===== config.mk =====
export PLATFORM = sky130hd
export DESIGN_NAME = tape_mem_arbiter
export DESIGN_NICKNAME = d
export VERILOG_FILES = /design/src/rtl/tape_pkg.sv /design/src/rtl/tape_rr_pick.sv /design/src/rtl/tape_mem_arbiter.sv
export SDC_FILE = /design/constraint.sdc
export NUM_CORES = 1
export LEC_CHECK = 0
export ABC_AREA = 1
export CAP_MARGIN = 20
export CORE_AREA = 5 5 66 68
export CTS_BUF_LIST = sky130_fd_sc_hd__clkbuf_8
export DETAILED_ROUTE_END_ITERATION = 6
export DIE_AREA = 0 0 71 73
export GPL_ROUTABILITY_DRIVEN = 1
export PLACE_DENSITY_LB_ADDON = 0.05
export SYNTH_ARGS = -nofsm -noshare
export SYNTH_HDL_FRONTEND = slang
export SYNTH_HIERARCHICAL = 1
export SYNTH_SLANG_ARGS = --single-unit

===== constraint.sdc =====
create_clock -name clk -period 1.6 [get_ports clk]
set_input_delay 0.48 -clock clk [delete_from_list [all_inputs] [get_ports clk]]
set_output_delay 0.48 -clock clk [all_outputs]
set_load 0.05 [all_outputs]

===== src/rtl/tape_pkg.sv =====
// tape_pkg: shared symbol, port and arbiter state encodings for the tape subsystem
package tape_pkg;
  localparam logic [1:0] SYM_BLANK = 2'b00;
  localparam logic [1:0] SYM_ZERO = 2'b01;
  localparam logic [1:0] SYM_ONE = 2'b10;
  localparam logic [1:0] SYM_HASH = 2'b11;
  localparam logic [1:0] PORT_EDIT = 2'd0;
  localparam logic [1:0] PORT_ENGINE = 2'd1;
  localparam logic [1:0] PORT_LCD = 2'd2;
  localparam logic [1:0] ST_IDLE = 2'd0;
  localparam logic [1:0] ST_ISSUE = 2'd1;
  localparam logic [1:0] ST_RWAIT = 2'd2;
  localparam logic [1:0] ST_DONE = 2'd3;
endpackage


===== src/rtl/tape_rr_pick.sv =====
// tape_rr_pick: picks the first requester after last, wrapping mod 3, with last itself checked final
module tape_rr_pick (
  input  logic [2:0] req,
  input  logic [1:0] last,
  output logic       valid,
  output logic [1:0] sel
);
  logic [1:0] p1, p2;
  always_comb begin
    p1 = (last == 2'd2) ? 2'd0 : last + 2'd1;
    p2 = (p1 == 2'd2) ? 2'd0 : p1 + 2'd1;
    sel = req[p1] ? p1 : req[p2] ? p2 : last;
    valid = |req;
  end
endmodule


===== src/rtl/tape_mem_arbiter.sv =====
// tape_mem_arbiter: round-robin req/ack arbiter sharing the single-port tape RAM between editor, engine and LCD
module tape_mem_arbiter
  import tape_pkg::*;
#(
  parameter int NREQ = 3,
  parameter int AW = 10,
  parameter int DW = 2,
  parameter int RD_LATENCY = 1
) (
  input  logic              clk,
  input  logic              rst,
  input  logic [NREQ-1:0]   req,
  input  logic [NREQ-1:0]   rw,
  input  logic [NREQ*AW-1:0] addr,
  input  logic [NREQ*DW-1:0] wdata,
  output logic [NREQ-1:0]   ack,
  output logic [DW-1:0]     rdata,
  output logic              busy,
  output logic [1:0]        grant_id,
  output logic              ram_en,
  output logic              ram_we,
  output logic [AW-1:0]     ram_addr,
  output logic [DW-1:0]     ram_wdata,
  input  logic [DW-1:0]     ram_rdata
);
  logic [1:0] state, cnt, sel;
  logic valid;
  tape_rr_pick u_pick (.req(req), .last(grant_id), .valid(valid), .sel(sel));
  assign busy = state != ST_IDLE;
  assign ack = (state == ST_DONE) ? NREQ'(1) << grant_id : '0;
  // the ram_* registers double as the transaction latches, so requester changes after the grant are ignored
  always_ff @(posedge clk) begin
    if (rst) begin
      state <= ST_IDLE;
      cnt <= '0;
      rdata <= SYM_BLANK;
      grant_id <= PORT_LCD;
      ram_en <= 1'b0;
      ram_we <= 1'b0;
      ram_addr <= '0;
      ram_wdata <= '0;
    end else begin
      case (state)
        ST_IDLE: if (valid) begin
          state <= ST_ISSUE;
          grant_id <= sel;
          ram_en <= 1'b1;
          ram_we <= ~rw[sel];
          ram_addr <= addr[sel*AW +: AW];
          ram_wdata <= wdata[sel*DW +: DW];
        end
        ST_ISSUE: begin
          ram_en <= 1'b0;
          ram_we <= 1'b0;
          cnt <= 2'(RD_LATENCY);
          state <= ram_we ? ST_DONE : ST_RWAIT;
          if (ram_we) rdata <= SYM_BLANK;
        end
        ST_RWAIT: begin
          cnt <= cnt - 2'd1;
          if (cnt == 2'd1) begin
            rdata <= ram_rdata;
            state <= ST_DONE;
          end
        end
        default: state <= ST_IDLE;
      endcase
    end
  end
endmodule


==> results of run 1 <==
power groups by stage:
stage,Sequential (mW),Combinational [mW],Clock [mW]
after floorplan,1.69,1.42,0
after global placement,1.08,3.67,0
after detailed placement,1.09,3.72,0
after CTS,1.11,3.84,0.538
after global routing,1.15,4.26,0.567
final,1.12,3.94,0.521
cell families (layout without fill, tap and decap cells):
kind of cell | Yosys count | after routing
AO/OA/AOI/OAI | 40 | 40
AND/OR/NAND/NOR | 96 | 96
buffers and inverters | 55 | 137
flip-flops | 22 | 22
adder cells (fa/ha/maj) | 5 | 5
metrics by stage:
stage	TNS (ps)	util, %	instance area (sq um)	instances
floorplan	-18.4	-	1390	218
global placement	-6780	63.7	2420	343
detailed placement	-7270	63.7	2420	343
CTS	-329	66.9	2540	347
global route	-445	68.2	2590	350
finish	-206	68.2	2590	350
layer usage:
| layer | part of all wire, % | wire (um) | track usage, % | vias up |
|---|---|---|---|---|
| met5 | 0 | 0 | 0 | - |
| met4 | 1.2 | 47 | 4.38 | 0 |
| met3 | 9.0 | 353 | 5.37 | 4 |
| met2 | 49 | 1930 | 28.0 | 42 |
| met1 | 41 | 1590 | 19.1 | 644 |
| li1 | - | - | - | 855 |
worst max path at each step:
stage / from / end / cells past startpoint
CTS: state[1] / ack[2] / 4
global placement: req[0] / ram_addr[2] / 7
detailed placement: req[0] / ram_wdata[1] / 7
floorplan: grant_id[1] / ack[2] / 1
global route: state[0] / ack[2] / 4
finish: state[0] / ack[2] / 4
what timing repair did:
| item | CTS | global route |
|---|---|---|
| setup endpoints to repair | 22 | 14 |
| pin swaps | 6 | 5 |
| setup buffers | 0 | 3 |
| gates resized for setup | 21 | 14 |
Yosys cell counts, types with 2 or more instances:
cell type / n / area share [%]
sky130_fd_sc_hd__a31oi_1: 13 / 6.0
sky130_fd_sc_hd__o21ai_1: 7 / 2.6
sky130_fd_sc_hd__nand2_1: 59 / 16
sky130_fd_sc_hd__nor2_1: 10 / 2.8
sky130_fd_sc_hd__buf_2: 4 / 1.5
sky130_fd_sc_hd__ha_1: 5 / 4.6
sky130_fd_sc_hd__inv_1: 46 / 13
sky130_fd_sc_hd__dfxtp_1: 22 / 32
sky130_fd_sc_hd__o21ai_0: 10 / 3.7
sky130_fd_sc_hd__o211ai_1: 3 / 1.7
sky130_fd_sc_hd__buf_6: 2 / 1.7
sky130_fd_sc_hd__a21oi_1: 7 / 2.6
sky130_fd_sc_hd__nand3_1: 19 / 7.0
registers in the layout, summed over array words and instances (netlist names):
signal and cells:
state 2, grant_id 2, ram_we 1, rdata 2, ram_en 1, ram_wdata 2
cnt 2, ram_addr 10
layout make-up:
cell class                 instances  area, sq um  area share [%]
timing repair buffer              85         1050            40.5
multi-input combinational        141          759            29.3
sequential                        22          455            17.6
inverter                          48          191            7.39
tap                               50         62.6            2.42
clock buffer                       3         41.3            1.59
clock inverter                     1         30.0            1.16
cells in the final DEF, fill, tap and decap left out, drive strengths merged, types with 3 or more instances in the layout:
cell / count
nand2: 60
inv: 47
clkdlybuf4s50: 42
buf: 40
dfxtp: 22
nand3: 19
o21ai: 17
a31oi: 13
nor2: 11
a21oi: 7
ha: 5
o211ai: 3
clkbuf: 3
dlygate4sd2: 3
==> reports/metrics.sh, run 1 <==
RUN_STATUS='finished, violations left'
FAILED_CHECKS='negative setup slack'
CTS_BUF_COUNT=3
TIMING.CRITICAL_PATH.SLOWEST_CELL_DELAY_PS=380
PLACE_CONGESTION=0.822
UNIQUE_MASTERS_POST_SYNTH=24
MUXSHAREOFSYNTHAREA_PCT=0
ANTENNA_VIOLATIONS_BEFORE_REPAIR=0
CRITPATHREQUIREDTIME_PS=1120
CRITICAL_PATH.SLOWEST_CELL='sky130_fd_sc_hd__dfxtp_4'
POST-LAYOUT-TOTAL-POWER_mW=5.58
CTS_HOLD_BUFFERS=0
SYN-NUM-NETS=269
GRT_SETUP_UNREPAIRED='yes'
FIN_WORST_HOLD_SLACK_PS=489
CLOCK-ROOT-BUFFER='sky130_fd_sc_hd__clkbuf_8'
ROUTE.VIAS.TOTAL=1545
REG2REG_TO='ram_we'
WORST_SETUP_PATH_START_KIND='flop'
WORSTSETUPENDPOINTTYPE='output port'
MIN-DELAY-PATH-CLASS='reg2reg'
TOTAL_SWITCHING_POWER_mW=2.58
SYNTH_SEQ_AREA_SHARE_PCT=32.3
GLOBAL_ROUTE.USAGE.TOTAL_PCT=16.1
GRT_FIRST_PASS_WIRELENGTH_UM=6770
HOLD-PATH-ENDPOINT='cnt[0]'
MIN-DELAY-START='cnt[0]'
DIE_WIDTH_UM=71
COMB_POWER_SHARE_PCT=70.6
INITIAL_UTILIZATION_PCT=35.9
DIE_Y_UM=73
FLOORPLAN.DIE_AREA_SQ_UM=5180
GRT_START_MAX_NET_PINS=27
PLACE_HPWL_UM=3250
FINALCRITPERIODSHARE_PCT=105
SYNTH_COMPOUND_GATE_AREA_SHARE_PCT=16.4
POWER.INTERNAL_mW=3.00
SYNTH.FF_LATCH_COUNT=22
CTS.HTREE.LEVELS=1
CTS_TREE='yes'
YS.FLOP_TYPE='sky130_fd_sc_hd__dfxtp_1'
N_FILL_CELL=321
PERIOD_MINUS_SLACK_PS=1690
CRIT_FANOUT=3
SYNTH-ASYNC-RESET-RATIO_PCT=0
SETUP_VIOLATIONS=4
DRT_PRE_ANTENNA_ITERS=4
CRITICAL-PATH-TOP-DELAY-FAMILY='flip-flops'
PROPORTION_OF_POWER_DRAWN_BY_FLIP_FLOPS_AND_LATCHES_PCT=20.0
FINAL-MAX-SLEW-VIOLATION-COUNT=0
DRT_ITER0_MARKERS=84
MAX_CLOCK_FREQ_MHz=592
PORT-BUFFER-COUNT=67
HOLD_VIOL=0
R2R.WORST_PATH.CELLS=11
FIRST_GLOBAL_VIAS=1526
VDD_DROP_MAX_uV=988
CRITICAL_PATH.REG2REG.STARTPOINT='state[1]'
CLOCK_SKEW_PS=8.84
WORST-PATH-BUF-INV=2
OVERFLOW=0
TIMING.MAX_CAP.VIOLATIONS=0
DRIVE_ABOVE_1_SHARE_PCT=21.7
DRCVIOLATIONCOUNT=0
MAXSLEWHEADROOM_PCT=78.1
EDFF_COUNT_SYNTH=0
IO_PINS=68
LEAKAGE_nW=1.21
POST_LAYOUT_NETS=352
CTS_SINKS=22
CTS.CLK_SLEW.WORST_PATHS_PS=90
FP.COREAREA_SQ_UM=3800
YS_WARN_COUNT=6
NUM_ANTENNA_CELLS=0
YOSYS.AREA_SHARE.XOR_XNOR_PCT=0
PRE_CTS_WS_PS=-458
MIN_DELAY_PATH_DEPTH=1
SWSHARE_PCT=46.3
SYNTH_SIMPLE_GATE_AREA_SHARE_PCT=29.7
SYN-CELL-AREA_SQ_UM=1360
CTS_MAX_PATH_BUFFERS=2
SYNTH_AREA_PER_CELL_SQ_UM=6.26
PWR_DENSITY_CELL_nW_PER_UM2=2160
SYNTHESIS_TO_LAYOUT_AREA_GROWTH_PCT=89.9
SYNTH_CELLS=218
DRT-VIAS-PER-INSTANCE=4.41
WORST_EP_ARRIVAL_TIME_PS=1210
REG2REG_SETUP_SLACK_PS=120
CLOCK_LATENCY_PS=270
PNR_WORST_SETUP_SLACK_PS=-87.8
POWER.SHARE.CLOCK_PCT=9.3
NUM_ROWS=23
WORST_SLEW_PIN_SLEW_PS=326
CRIT_CHAIN='ha_4, inv_4, nor3b_4, buf_12'
ROUTE.FINAL.WIRE_LENGTH_UM=3920
POST_SYNTH_FA_HA_MAJ_AREA_FRACTION_PCT=4.59
COMBINATIONAL_FAMILY_WITH_THE_MOST_AREA_AFTER_SYNTHESIS='simple AND/OR/NAND/NOR gates'
ROUTE.DETAILED.WL_PER_INST_UM=11.2
WORST-SETUP-PATH-TYPE='reg2out'
POSTROUTEANTENNANETS=0
(Power assumes the default switching activity.)
==> inputs of run 2 (changes only) <==
- CORE_AREA: 5 5 66 68 -> 3 3 64 66
- DIE_AREA: 0 0 71 73 -> 0 0 67 69
==> run 2 against run 1 <==
Against the previous run: the run still ends with negative setup slack left; hold slack worse by 3.1 ps; register-to-register slack better by 60 ps; combinational power down 3%; final area down 1.4%; power down 1.9%; setup slack better by 21 ps; highest routed layer unchanged; global-route usage up 0.84 points; via count up 2.1%; non-clock buffer count down 3; sequential power up 4%; clock-buffer cell count unchanged.
==> reports/metrics.sh, run 2 (synthesis results as in run 1) <==
DRT-VIAS-PER-INSTANCE=4.57
CTS.CLK_SLEW.WORST_PATHS_PS=80
LEAKAGE_nW=1.20
N_FILL_CELL=304
HOLD_VIOL=0
PERIOD_MINUS_SLACK_PS=1670
PNR_WORST_SETUP_SLACK_PS=-67.0
DRIVE_ABOVE_1_SHARE_PCT=20.2
CTS_MAX_PATH_BUFFERS=2
SETUP_VIOLATIONS=4
CRITICAL-PATH-TOP-DELAY-FAMILY='flip-flops'
GRT_START_MAX_NET_PINS=27
CTS_HOLD_BUFFERS=0
PWR_DENSITY_CELL_nW_PER_UM2=2140
CTS_TREE='yes'
TIMING.MAX_CAP.VIOLATIONS=0
IO_PINS=68
POST_LAYOUT_NETS=349
PLACE_CONGESTION=0.761
MAX_CLOCK_FREQ_MHz=600
NUM_ROWS=22
TIMING.CRITICAL_PATH.SLOWEST_CELL_DELAY_PS=380
GLOBAL_ROUTE.USAGE.TOTAL_PCT=17.0
MIN-DELAY-PATH-CLASS='reg2reg'
SWSHARE_PCT=46.1
ROUTE.FINAL.WIRE_LENGTH_UM=3810
FINAL-MAX-SLEW-VIOLATION-COUNT=0
CLOCK-ROOT-BUFFER='sky130_fd_sc_hd__clkbuf_8'
FIRST_GLOBAL_VIAS=1438
DRT_ITER0_MARKERS=44
DRCVIOLATIONCOUNT=0
RUN_STATUS='finished, violations left'
POWER.SHARE.CLOCK_PCT=9.2
PORT-BUFFER-COUNT=67
FP.COREAREA_SQ_UM=3630
CTS_SINKS=22
CRIT_FANOUT=3
WORSTSETUPENDPOINTTYPE='output port'
DP_CELLS=340
POST_LAYOUT_NONFILLER_INSTANCES=345
WORST_EP_ARRIVAL_TIME_PS=1190
DIE_WIDTH_UM=67
ROUTE.DETAILED.WL_PER_INST_UM=11.1
MOSTFREQUENTLAYOUTCELL='sky130_fd_sc_hd__nand2_1'
CRIT_CHAIN='ha_4, inv_4, nor3b_4, buf_12'
LARGEST_REG_FLOPS=10
WORST_SLEW_PIN_SLEW_PS=242
DIE_Y_UM=69
CRITPATHREQUIREDTIME_PS=1120
PROPORTION_OF_POWER_DRAWN_BY_FLIP_FLOPS_AND_LATCHES_PCT=21.2
ROUTE.VIAS.TOTAL=1578
WORST_SETUP_PATH_START_KIND='flop'
CLOCK_LATENCY_PS=260
WORST-PATH-BUF-INV=2
REGISTERS.TOP_BY_FF_COUNT='ram_addr'
SYNTHESIS_TO_LAYOUT_AREA_GROWTH_PCT=87.2
COMB_POWER_SHARE_PCT=69.6
ANTENNA_VIOLATIONS_BEFORE_REPAIR=0
DRT_PRE_ANTENNA_ITERS=4
POWER.INTERNAL_mW=2.95
VDD_DROP_MAX_uV=1470
WORST-SETUP-PATH-TYPE='reg2out'
CRITICAL_PATH.SLOWEST_CELL='sky130_fd_sc_hd__dfxtp_4'
MAXSLEWHEADROOM_PCT=83.8
POSTROUTEANTENNANETS=0
CLOCK_SKEW_PS=6.78
NUM_ANTENNA_CELLS=0
FAILED_CHECKS='negative setup slack'
FINALCRITPERIODSHARE_PCT=104
CTS.HTREE.LEVELS=1
GRT_SETUP_UNREPAIRED='yes'
FLOORPLAN.DIE_AREA_SQ_UM=4620
GRT_FIRST_PASS_WIRELENGTH_UM=6300
INITIAL_UTILIZATION_PCT=37.5
CTS_BUF_COUNT=3
PLACE_HPWL_UM=3010
FIN_WORST_HOLD_SLACK_PS=485
LEADING_CELL_TYPES_IN_THE_LAYOUT_FILL_AND_TAPS_EXCLUDED='sky130_fd_sc_hd__nand2_1, sky130_fd_sc_hd__inv_1, sky130_fd_sc_hd__clkdlybuf4s50_1'
TOTAL_SWITCHING_POWER_mW=2.52
OVERFLOW=0
-- run 2: cell count changes in the layout (fill, tap and decap cells not counted), sizes merged --
cell  before  now
buf       40   37
-- run 2: power by group through the flow --
stage	Combinational, mW	Clock [mW]	Sequential [mW]
2_1_floorplan	1.42	0	1.69
3_3_place_gp	3.65	0	1.13
3_5_place_dp	3.69	0	1.12
4_1_cts	3.83	0.520	1.16
5_1_grt	4.12	0.544	1.20
6_report	3.81	0.505	1.16
-- run 2: cell type report --
| class | instances | area [sq um] | area share [%] |
|---|---|---|---|
| clock buffers | 3 | 41.3 | 1.62 |
| clock inverters | 1 | 30.0 | 1.18 |
| well taps | 48 | 60.1 | 2.35 |
| flip-flops and latches | 22 | 455 | 17.8 |
| inverters | 48 | 184 | 7.20 |
| repair buffers | 82 | 1030 | 40.4 |
| multi-input cells | 141 | 751 | 29.4 |
-- run 2: layer usage --
| metal | vias to the layer above | track usage (%) | wire, um |
|---|---|---|---|
| li1 | 848 | - | - |
| met1 | 688 | 20.8 | 1630 |
| met2 | 40 | 29.0 | 1920 |
| met3 | 2 | 5.70 | 251 |
| met4 | 0 | 2.03 | 14 |
| met5 | - | 0 | 0 |
-- run 2: what timing repair did --
| action | 4_1_cts | 5_1_grt |
|---|---|---|
| buffers inserted | 1 | 0 |
| resized for setup | 22 | 2 |
| setup endpoints to repair | 21 | 11 |
| pin swaps | 4 | 3 |
-- run 2: worst paths after layout --
kind / start / endpoint / slack [ps] / depth (start not counted)
setup / recovery: state[0] / ack[2] / -70 / 4
hold / removal: cnt[0] / cnt[0] / 490 / 1
setup reg to reg: state[0] / state[1] / 180 / 7
hold reg to reg: cnt[0] / cnt[0] / 490 / 1
-- run 2: through the flow --
stage               utilization (%)  instance area, sq um  TNS [ps]  total power [mW]  setup slack [ps]
floorplan                         -                  1390     -18.4              3.11             -17.0
global placement               66.7                  2420     -5650              4.78              -351
detailed placement             66.7                  2420     -6470              4.82              -431
CTS                            70.2                  2550      -181              5.50              -106
global route                   70.3                  2550      -353              5.87              -137
finish                         70.3                  2550      -119              5.48             -67.0
-- run 2: worst reg2reg max path: cells and delay by family, from the launching register on --
| kind | cells | cell delay (ps) |
|---|---|---|
| DFF | 1 | 370 |
| adders and majority gates | 1 | 300 |
| and+or+nand+nor | 3 | 280 |
| buffers and inverters | 2 | 210 |
| AOI/OAI and AO/OA | 1 | 170 |
